`config.mk`:
```
export PLATFORM = sky130hd
export DESIGN_NAME = if_id_buffer
export DESIGN_NICKNAME = d
export VERILOG_FILES = /design/src/rtl/if_id_buffer.sv
export SDC_FILE = /design/constraint.sdc
export NUM_CORES = 1
export LEC_CHECK = 0
export ABC_CLOCK_PERIOD_IN_PS = 2300
export CAP_MARGIN = 10
export CORE_UTILIZATION = 30
export CTS_CLUSTER_SIZE = 24
export DETAILED_ROUTE_END_ITERATION = 10
export SYNTH_ARGS = -nofsm -noshare
export SYNTH_HDL_FRONTEND = slang
export SYNTH_SLANG_ARGS = --single-unit
```
`constraint.sdc`:
```
create_clock -name clk_i -period 2.3 [get_ports clk_i]
set_clock_uncertainty 0.05 [all_clocks]
set_input_delay 0.46 -clock clk_i [delete_from_list [all_inputs] [get_ports clk_i]]
set_output_delay 0.46 -clock clk_i [all_outputs]
set_load 0.1 [all_outputs]
```
`src/rtl/if_id_buffer.sv`:
```
// IF/ID pipeline register for a Thumb fetch stream.
// Captures one 16-bit halfword per cycle and presents a registered instruction and PC to decode.
// BL prefix/suffix halfwords are paired into a single 32-bit packet. An orphaned prefix is emitted
// alone, flagged bad_pair_o, and the halfword that broke the pair is replayed the next cycle.
// Stall holds all state; flush discards any buffered prefix and replay entry.
// Optional: define IF_ID_PERF_CNT_EN to add a saturating bubble counter (bubble_count_o).
module if_id_buffer #(
  parameter int unsigned WORD = 32,
  parameter int unsigned HALF = 16
) (
  input  logic            clk_i,
  input  logic            reset_i,
  input  logic [WORD-1:0] program_counter_i,
  input  logic            pc_valid_i,
  input  logic [HALF-1:0] instr_i,
  input  logic            stall_i,
  input  logic            flush_i,
  output logic [WORD-1:0] instr_o,
  output logic [WORD-1:0] instr_pc_o,
  output logic            is_32bit_o,
  output logic            valid_o,
`ifdef IF_ID_PERF_CNT_EN
  output logic [WORD-1:0] bubble_count_o,
`endif
  output logic            bad_pair_o
);

  typedef enum logic {StIdle, StHavePrefix} state_e;

  state_e          state_q, state_d;
  logic [HALF-1:0] prefix_q, prefix_d;
  logic [WORD-1:0] prefix_pc_q, prefix_pc_d;
  logic            replay_valid_q, replay_valid_d;
  logic [HALF-1:0] replay_instr_q, replay_instr_d;
  logic [WORD-1:0] replay_pc_q, replay_pc_d;
  logic            valid_q, valid_d;
  logic [WORD-1:0] instr_q, instr_d;
  logic [WORD-1:0] pc_q, pc_d;
  logic            is_32bit_q, is_32bit_d;
  logic            bad_pair_q, bad_pair_d;

  // Effective input: an occupied replay slot takes priority and masks the fetch port.
  logic            eff_valid;
  logic [HALF-1:0] eff_instr;
  logic [WORD-1:0] eff_pc;
  logic            consume;
  logic            eff_is_prefix;
  logic            eff_is_suffix;

  // Select the halfword to process this cycle and decode its BL role.
  always_comb begin
    eff_valid     = replay_valid_q | pc_valid_i;
    eff_instr     = replay_valid_q ? replay_instr_q : instr_i;
    eff_pc        = replay_valid_q ? replay_pc_q : program_counter_i;
    consume       = eff_valid & ~stall_i & ~flush_i;
    eff_is_prefix = (eff_instr[HALF-1 -: 5] == 5'b11110);
    eff_is_suffix = (eff_instr[HALF-1 -: 5] == 5'b11111);
  end

  // Next-state for the pairing FSM, the buffered prefix, the replay slot and the output packet.
  always_comb begin
    state_d        = state_q;
    prefix_d       = prefix_q;
    prefix_pc_d    = prefix_pc_q;
    replay_valid_d = replay_valid_q;
    replay_instr_d = replay_instr_q;
    replay_pc_d    = replay_pc_q;
    valid_d        = valid_q;
    instr_d        = instr_q;
    pc_d           = pc_q;
    is_32bit_d     = is_32bit_q;
    bad_pair_d     = bad_pair_q;

    if (flush_i) begin
      state_d        = StIdle;
      prefix_d       = '0;
      prefix_pc_d    = '0;
      replay_valid_d = 1'b0;
      valid_d        = 1'b0;
      is_32bit_d     = 1'b0;
      bad_pair_d     = 1'b0;
    end else if (stall_i) begin
      // Hold everything so decode re-samples the same packet.
    end else if (!consume) begin
      valid_d = 1'b0;
    end else begin
      replay_valid_d = 1'b0;
      unique case (state_q)
        StIdle: begin
          if (eff_is_prefix) begin
            prefix_d    = eff_instr;
            prefix_pc_d = eff_pc;
            state_d     = StHavePrefix;
            valid_d     = 1'b0;
          end else begin
            valid_d    = 1'b1;
            instr_d    = WORD'(eff_instr);
            pc_d       = eff_pc;
            is_32bit_d = 1'b0;
            bad_pair_d = 1'b0;
          end
        end
        StHavePrefix: begin
          state_d = StIdle;
          valid_d = 1'b1;
          pc_d    = prefix_pc_q;
          if (eff_is_suffix) begin
            instr_d    = WORD'({prefix_q, eff_instr});
            is_32bit_d = 1'b1;
            bad_pair_d = 1'b0;
          end else begin
            // Orphaned prefix: emit it alone and park the breaking halfword for next cycle.
            instr_d        = WORD'(prefix_q);
            is_32bit_d     = 1'b0;
            bad_pair_d     = 1'b1;
            replay_valid_d = 1'b1;
            replay_instr_d = eff_instr;
            replay_pc_d    = eff_pc;
          end
        end
        default: state_d = StIdle;
      endcase
    end
  end

  // State registers with asynchronous active-low reset.
  always_ff @(posedge clk_i or negedge reset_i) begin
    if (!reset_i) begin
      state_q        <= StIdle;
      prefix_q       <= '0;
      prefix_pc_q    <= '0;
      replay_valid_q <= 1'b0;
      replay_instr_q <= '0;
      replay_pc_q    <= '0;
      valid_q        <= 1'b0;
      instr_q        <= '0;
      pc_q           <= '0;
      is_32bit_q     <= 1'b0;
      bad_pair_q     <= 1'b0;
    end else begin
      state_q        <= state_d;
      prefix_q       <= prefix_d;
      prefix_pc_q    <= prefix_pc_d;
      replay_valid_q <= replay_valid_d;
      replay_instr_q <= replay_instr_d;
      replay_pc_q    <= replay_pc_d;
      valid_q        <= valid_d;
      instr_q        <= instr_d;
      pc_q           <= pc_d;
      is_32bit_q     <= is_32bit_d;
      bad_pair_q     <= bad_pair_d;
    end
  end

`ifdef IF_ID_PERF_CNT_EN
  logic            bubble;
  logic [WORD-1:0] bubble_cnt_q, bubble_cnt_d;

  // A bubble is any non-stalled edge that writes valid_o low: flush, prefix capture or idle fetch.
  always_comb begin
    bubble = flush_i |
             (~stall_i & (~consume | ((state_q == StIdle) & eff_is_prefix)));
    bubble_cnt_d = bubble_cnt_q;
    if (bubble && (bubble_cnt_q != '1)) begin
      bubble_cnt_d = bubble_cnt_q + 1'b1;
    end
  end

  // Saturating bubble counter register.
  always_ff @(posedge clk_i or negedge reset_i) begin
    if (!reset_i) begin
      bubble_cnt_q <= '0;
    end else begin
      bubble_cnt_q <= bubble_cnt_d;
    end
  end

  assign bubble_count_o = bubble_cnt_q;
`endif

  assign valid_o    = valid_q;
  assign instr_o    = instr_q;
  assign instr_pc_o = pc_q;
  assign is_32bit_o = is_32bit_q;
  assign bad_pair_o = bad_pair_q;

endmodule

```
* Yosys cells after proc, flatten, opt, wreduce, memory -nomap -nowiden
Cells that the tools add are included.
Operators by class: $mul 0, add/subtract/negate cells 0, multiplexer cells 42, equal/unequal tests 6, reduce and logical (&&, ||, !) cells 7, div/mod/pow operators 0, magnitude comparators 0, bitwise logic cells 7, shifts and indexed selects 0
Operator list (count):
- 2-to-1 mux 32 bit | 9
- case mux 32 bit (2 select lines) | 2
- 2-to-1 mux 16 bit | 6
- 2-to-1 mux 1 bit | 21
- equality test 5 bit (second input constant) | 2
- case mux 1 bit (2 select lines) | 4
- AND reduction 4 bit | 2
- AND reduction 5 bit | 1
- != test 2 bit (second input constant) | 2
- NOT 1 bit | 4
- nonzero test 2 bit | 2
- != test 3 bit (second input constant) | 1
- AND reduction 3 bit | 1
- AND 1 bit | 2
- != test 2 x 1 -> 1 bit (second input constant) | 1
- AND reduction 2 bit | 1
- bitwise OR 1 bit | 1
Word-level totals: output and inout bits 67, memory bits (writable) 0, bits of input ports 53, memories 0, bits in latches 0, logic and storage cells 73, memory bits (read-only) 0, flip-flop bits (word level) 165

* Depth between registers and ports, before layout
word-level depth 7, depth in mapped cells 8, depth with buffers taken out 5

* Worst setup path before layout
No wires, ideal clock.
path type input -> register, from input port flush_i, to register replay_instr_q[12], required time 2.125 ns, library setup time 0.125 ns, arrival time 1.709 ns, stages on the path 5, setup slack 0.417 ns, path through clkbuf_1 > nor3_2 > nand2_1 > nor2_2 > mux2_2
Between the ends: cells in the longest elaborated chain, start to end 3
Ends and longest elaborated chain:
- from (decl) | RTL line 17 | input logic flush_i,
- NOT 1 bit (no source line) *
- AND 1 bit | RTL line 55 | consume = eff_valid & ~stall_i & ~flush_i;
- AND reduction 5 bit (no source line) *
- to (signal assigned) | RTL line 145 | replay_instr_q <= replay_instr_d;
- to (decl) | RTL line 34 | logic [HALF-1:0] replay_instr_q, replay_instr_d;
Every way passes the cells marked *; elsewhere a longest branch is shown, timed or not. A chain may end at the register's enable or synchronous reset.

* Worst setup path in the final report
from register replay_valid_q, to register pc_q[12], in the netlist instr_pc_o[12]
Between the ends: cells in the longest elaborated chain, start to end 4
Ends and longest elaborated chain:
- from (decl) | RTL line 33 | logic replay_valid_q, replay_valid_d;
- from (signal assigned) | RTL line 144 | replay_valid_q <= replay_valid_d;
- 2-to-1 mux 16 bit or bitwise OR 1 bit (tied branches) | RTL line 53, 52
- equality test 5 bit or AND 1 bit (tied branches) | RTL line 56, 55
- != test 2 bit (no source line) or AND 1 bit (tied branches)
- AND reduction 4 bit (no source line)
- to (signal assigned) | RTL line 149 | pc_q <= pc_d;
- to (decl) | RTL line 38 | logic [WORD-1:0] pc_q, pc_d;
Parallel ways exist; a longest one is shown, timed or not. The select of a mux whose other input is x is not followed.

==> summary.md <==
| Metric | Value |
|---|---|
| Placement Setup Slack | -0.08509 ns |
| Die X | 157.8 µm |
| CP Capture Point | instr_pc_o[12] |
| Cell Area, Synth | 7281 µm² |
| Layout Cells excl Fill | around 1100 |
| Reg2Reg Depth | 7 |
| Reg2reg end | instr_pc_o[12] |
| Reg2reg start | replay_valid_q |
| Library cells used by synthesis | 42 |
| Placed Instances | 1106 |
| Outcome | completed |
| DR vias/cell | slightly above 5 |
| Die area | 24900 µm² |
| CTS Buffer Depth | 2 |
| Nets | between 800 and 900 |
| RSZ-0062 raised after global routing | no |
| Area delta synth->final | 32.62% |
| Cell area after layout | 9656 µm² |
| Share of cells above drive strength 1 | 0.2183 |
| Post-synth ARST share | 1.000 |
| Initial antenna violation count | 0 |
| CTS tree | yes |
| Diode count | 0 |
| Setup bufs post-CTS | 0 |
| Fmax | just under 500 MHz |
| Synth Area in Compound Gates | 0.2537 |
| 1st-pass router iterations | 5 |
| CP max FO | 26 |
| RD Place Congestion | between 0.8 and 0.9 |
| Mux contribution to synthesized area | 0.07390 |
| Worst Path Arrival | approximately 2.3 ns |
| Grt ovf | 0 |
| Post-route ant nets | 0 |
| Buffers added on ports | ~120 |
| Cell Pwr Density | about 810 nW/µm² |
| Global-route wire length before repair | 33070 µm |
| H-tree depth | 4 |
| Tmin final | 2.044 ns |
| Total number of vias | between 5000 and 6000 |
| Setup crit end kind | register |
| Largest net degree at the start of global routing | 64 |
| Syn_nets | 729 |
| DRC viols | 0 |
| Rows | 56 |
| CTS root buf | clkbuf_16 |
| Most frequent cells in the layout | dfrtp_1 (163), o21ai_0 (152), buf_4 (104) |
| Fraction of the mapped netlist area in adder cells | 0 |
| Number of buffers created by CTS | 17 |
| LEAKAGE | 4.221 nW |
| Core ar. | 23610 µm² |
| Total chip power | 7.833 mW |
| # hold bufs at CTS | 1 |
| Hold WC Path Type | in -> async |
| Main combinational cell family by area after synthesis | compound AO/OA/AOI/OAI gates |
| Max Transition Viols Final | 0 |
| Post-Route Setup TNS | 0 ns |
| Simple-Gate Fraction of Synth Area | 0.06479 |
| Wire per inst | 18.24 µm |
| Avg Synthesized Cell Area | 10.77 µm² |
| Max-Cap Viols | 0 |
| Syn Inst Count | approximately 680 |
| Cell Area, Placed | 9091 µm² |
| YS warnings | 0 |
| PnR worst setup slack | around 0.26 ns |
| Sequential share of the synthesized area | 0.5671 |
| Slew @ Worst Pin | 0.6421 ns |
| Post_cts resized | 0 |
| Number of I/O pins | 120 |
| Ys flop type | dfrtp_1 |
| XOR/XNOR Fraction of Synth Area | 0 |
| Period utilization | 0.8888 |
| Number of synthesized register bits | between 150 and 200 |
| Worst hold slack | 0.4245 ns |
| Initial core utilization | 0.3083 |
| All-Layer GR Usage | 0.1753 |
| CP Launch Type | register |
| Drt total wl | between 20000 and 25000 µm |
| EDFF count, synth | 0 |
| CP Launch Point | replay_valid_q |
| Post-detail-place hpwl | 13840 µm |
| Kind of critical path | reg -> reg |
| Reg2Reg Setup Slack | 0.26 ns |
| Most common cell after layout, fill and taps aside | dfrtp_1 |
| Clk sinks | 165 |
| Final Hold Fails | 0 |
| Clock-pin slew on the worst setup and hold paths | 0.07 ns |
| Layout Utilization | 0.4089 |
| Detailed Route Iter0 Violations | around 400 |
| Number of global-route vias before repair | between 5000 and 6000 |
| Peak supply drop | 0.5355 mV |
| Final setup fails | 0 |
| WP data required | 2.55 ns |
| Clock Latency Late Sink | about 0.43 ns |
| Die height | 157.8 µm |
| Slew HR | 0.5720 |
## cells by family (layout without fill, tap and decap cells)
group / Yosys count / count (layout)
buf+inv: 64 / 208
compound gates: 304 / 304
flops: 165 / 165
simple gates: 91 / 91
mux: 52 / 52
## area by class of cell
| class | instances | area [µm²] |
|---|---|---|
| well taps | 319 | 399.1 |
| flip-flops and latches | 165 | 4134 |
| clock buffers | 19 | 442.9 |
| inverters | 1 | 3.754 |
| fillers | 2292 | 13960 |
| clock inverters | 13 | 111.4 |
| repair buffers | 175 | 1673 |
| multi-input cells | 447 | 2892 |
## cells in the mapped netlist, types with 2 or more instances
master | number | area share
o21bai_1 | 2 | 0.0021
a31oi_1 | 10 | 0.0086
and4_1 | 10 | 0.012
a21oi_1 | 48 | 0.033
o21ai_0 | 152 | 0.10
nand3_1 | 2 | 0.0014
o2bb2ai_1 | 43 | 0.052
and2_1 | 5 | 0.0043
buf_2 | 17 | 0.012
nor2_2 | 3 | 0.0026
a211oi_1 | 2 | 0.0021
clkbuf_2 | 3 | 0.0021
mux2_2 | 8 | 0.012
mux2i_2 | 2 | 0.0038
nand2b_1 | 6 | 0.0052
nor2_1 | 45 | 0.023
nor3_1 | 2 | 0.0014
o221ai_1 | 10 | 0.012
a21o_1 | 5 | 0.0052
dfrtp_1 | 165 | 0.57
clkbuf_1 | 34 | 0.018
nor2b_1 | 2 | 0.0017
mux2i_1 | 42 | 0.058
or3_1 | 2 | 0.0017
buf_4 | 6 | 0.0062
buf_1 | 2 | 0.0010
a22o_1 | 17 | 0.020
o21ai_1 | 5 | 0.0034
o22ai_1 | 5 | 0.0043
nand2_1 | 9 | 0.0046
## power breakdown
part | leakage [nW] | internal, mW | switching [mW]
logic | 1.74 | 0.440 | 1.46
clock network | 0.278 | 1.45 | 1.28
registers | 2.21 | 3.08 | 0.116
## state kept, by name (all words and copies together), names as in the netlist, 16 cells and up
register	count
prefix_q	16
replay_instr_q	16
instr_pc_o	32
instr_o	32
prefix_pc_q	32
replay_pc_q	32
## how the worst min path moves through the flow
stage	start	to	slack [ns]
floorplan	reset_i	bad_pair_o	0.11
global placement	reset_i	instr_pc_o[27]	0.30
detailed placement	reset_i	instr_pc_o[27]	0.30
CTS	reset_i	instr_pc_o[26]	0.42
global route	reset_i	instr_pc_o[30]	0.44
finish	reset_i	instr_pc_o[26]	0.42
## metal layers
layer / global-route usage / part of all wire
met1: 0.2505 / 0.48
met5: 0 / 0
met3: 0.03586 / 0.053
met2: 0.2673 / 0.46
met4: 0.04762 / 0.0092
## critical path: stages, from the launching register on
cell      delay (ns)
dfrtp_4         0.58
nor2b_4         0.15
nand4_2         0.15
buf_4           0.19
a21boi_4        0.19
nand2b_2        0.27
buf_12          0.21
o21ai_0         0.11
Power figures use the tool's default switching activity.
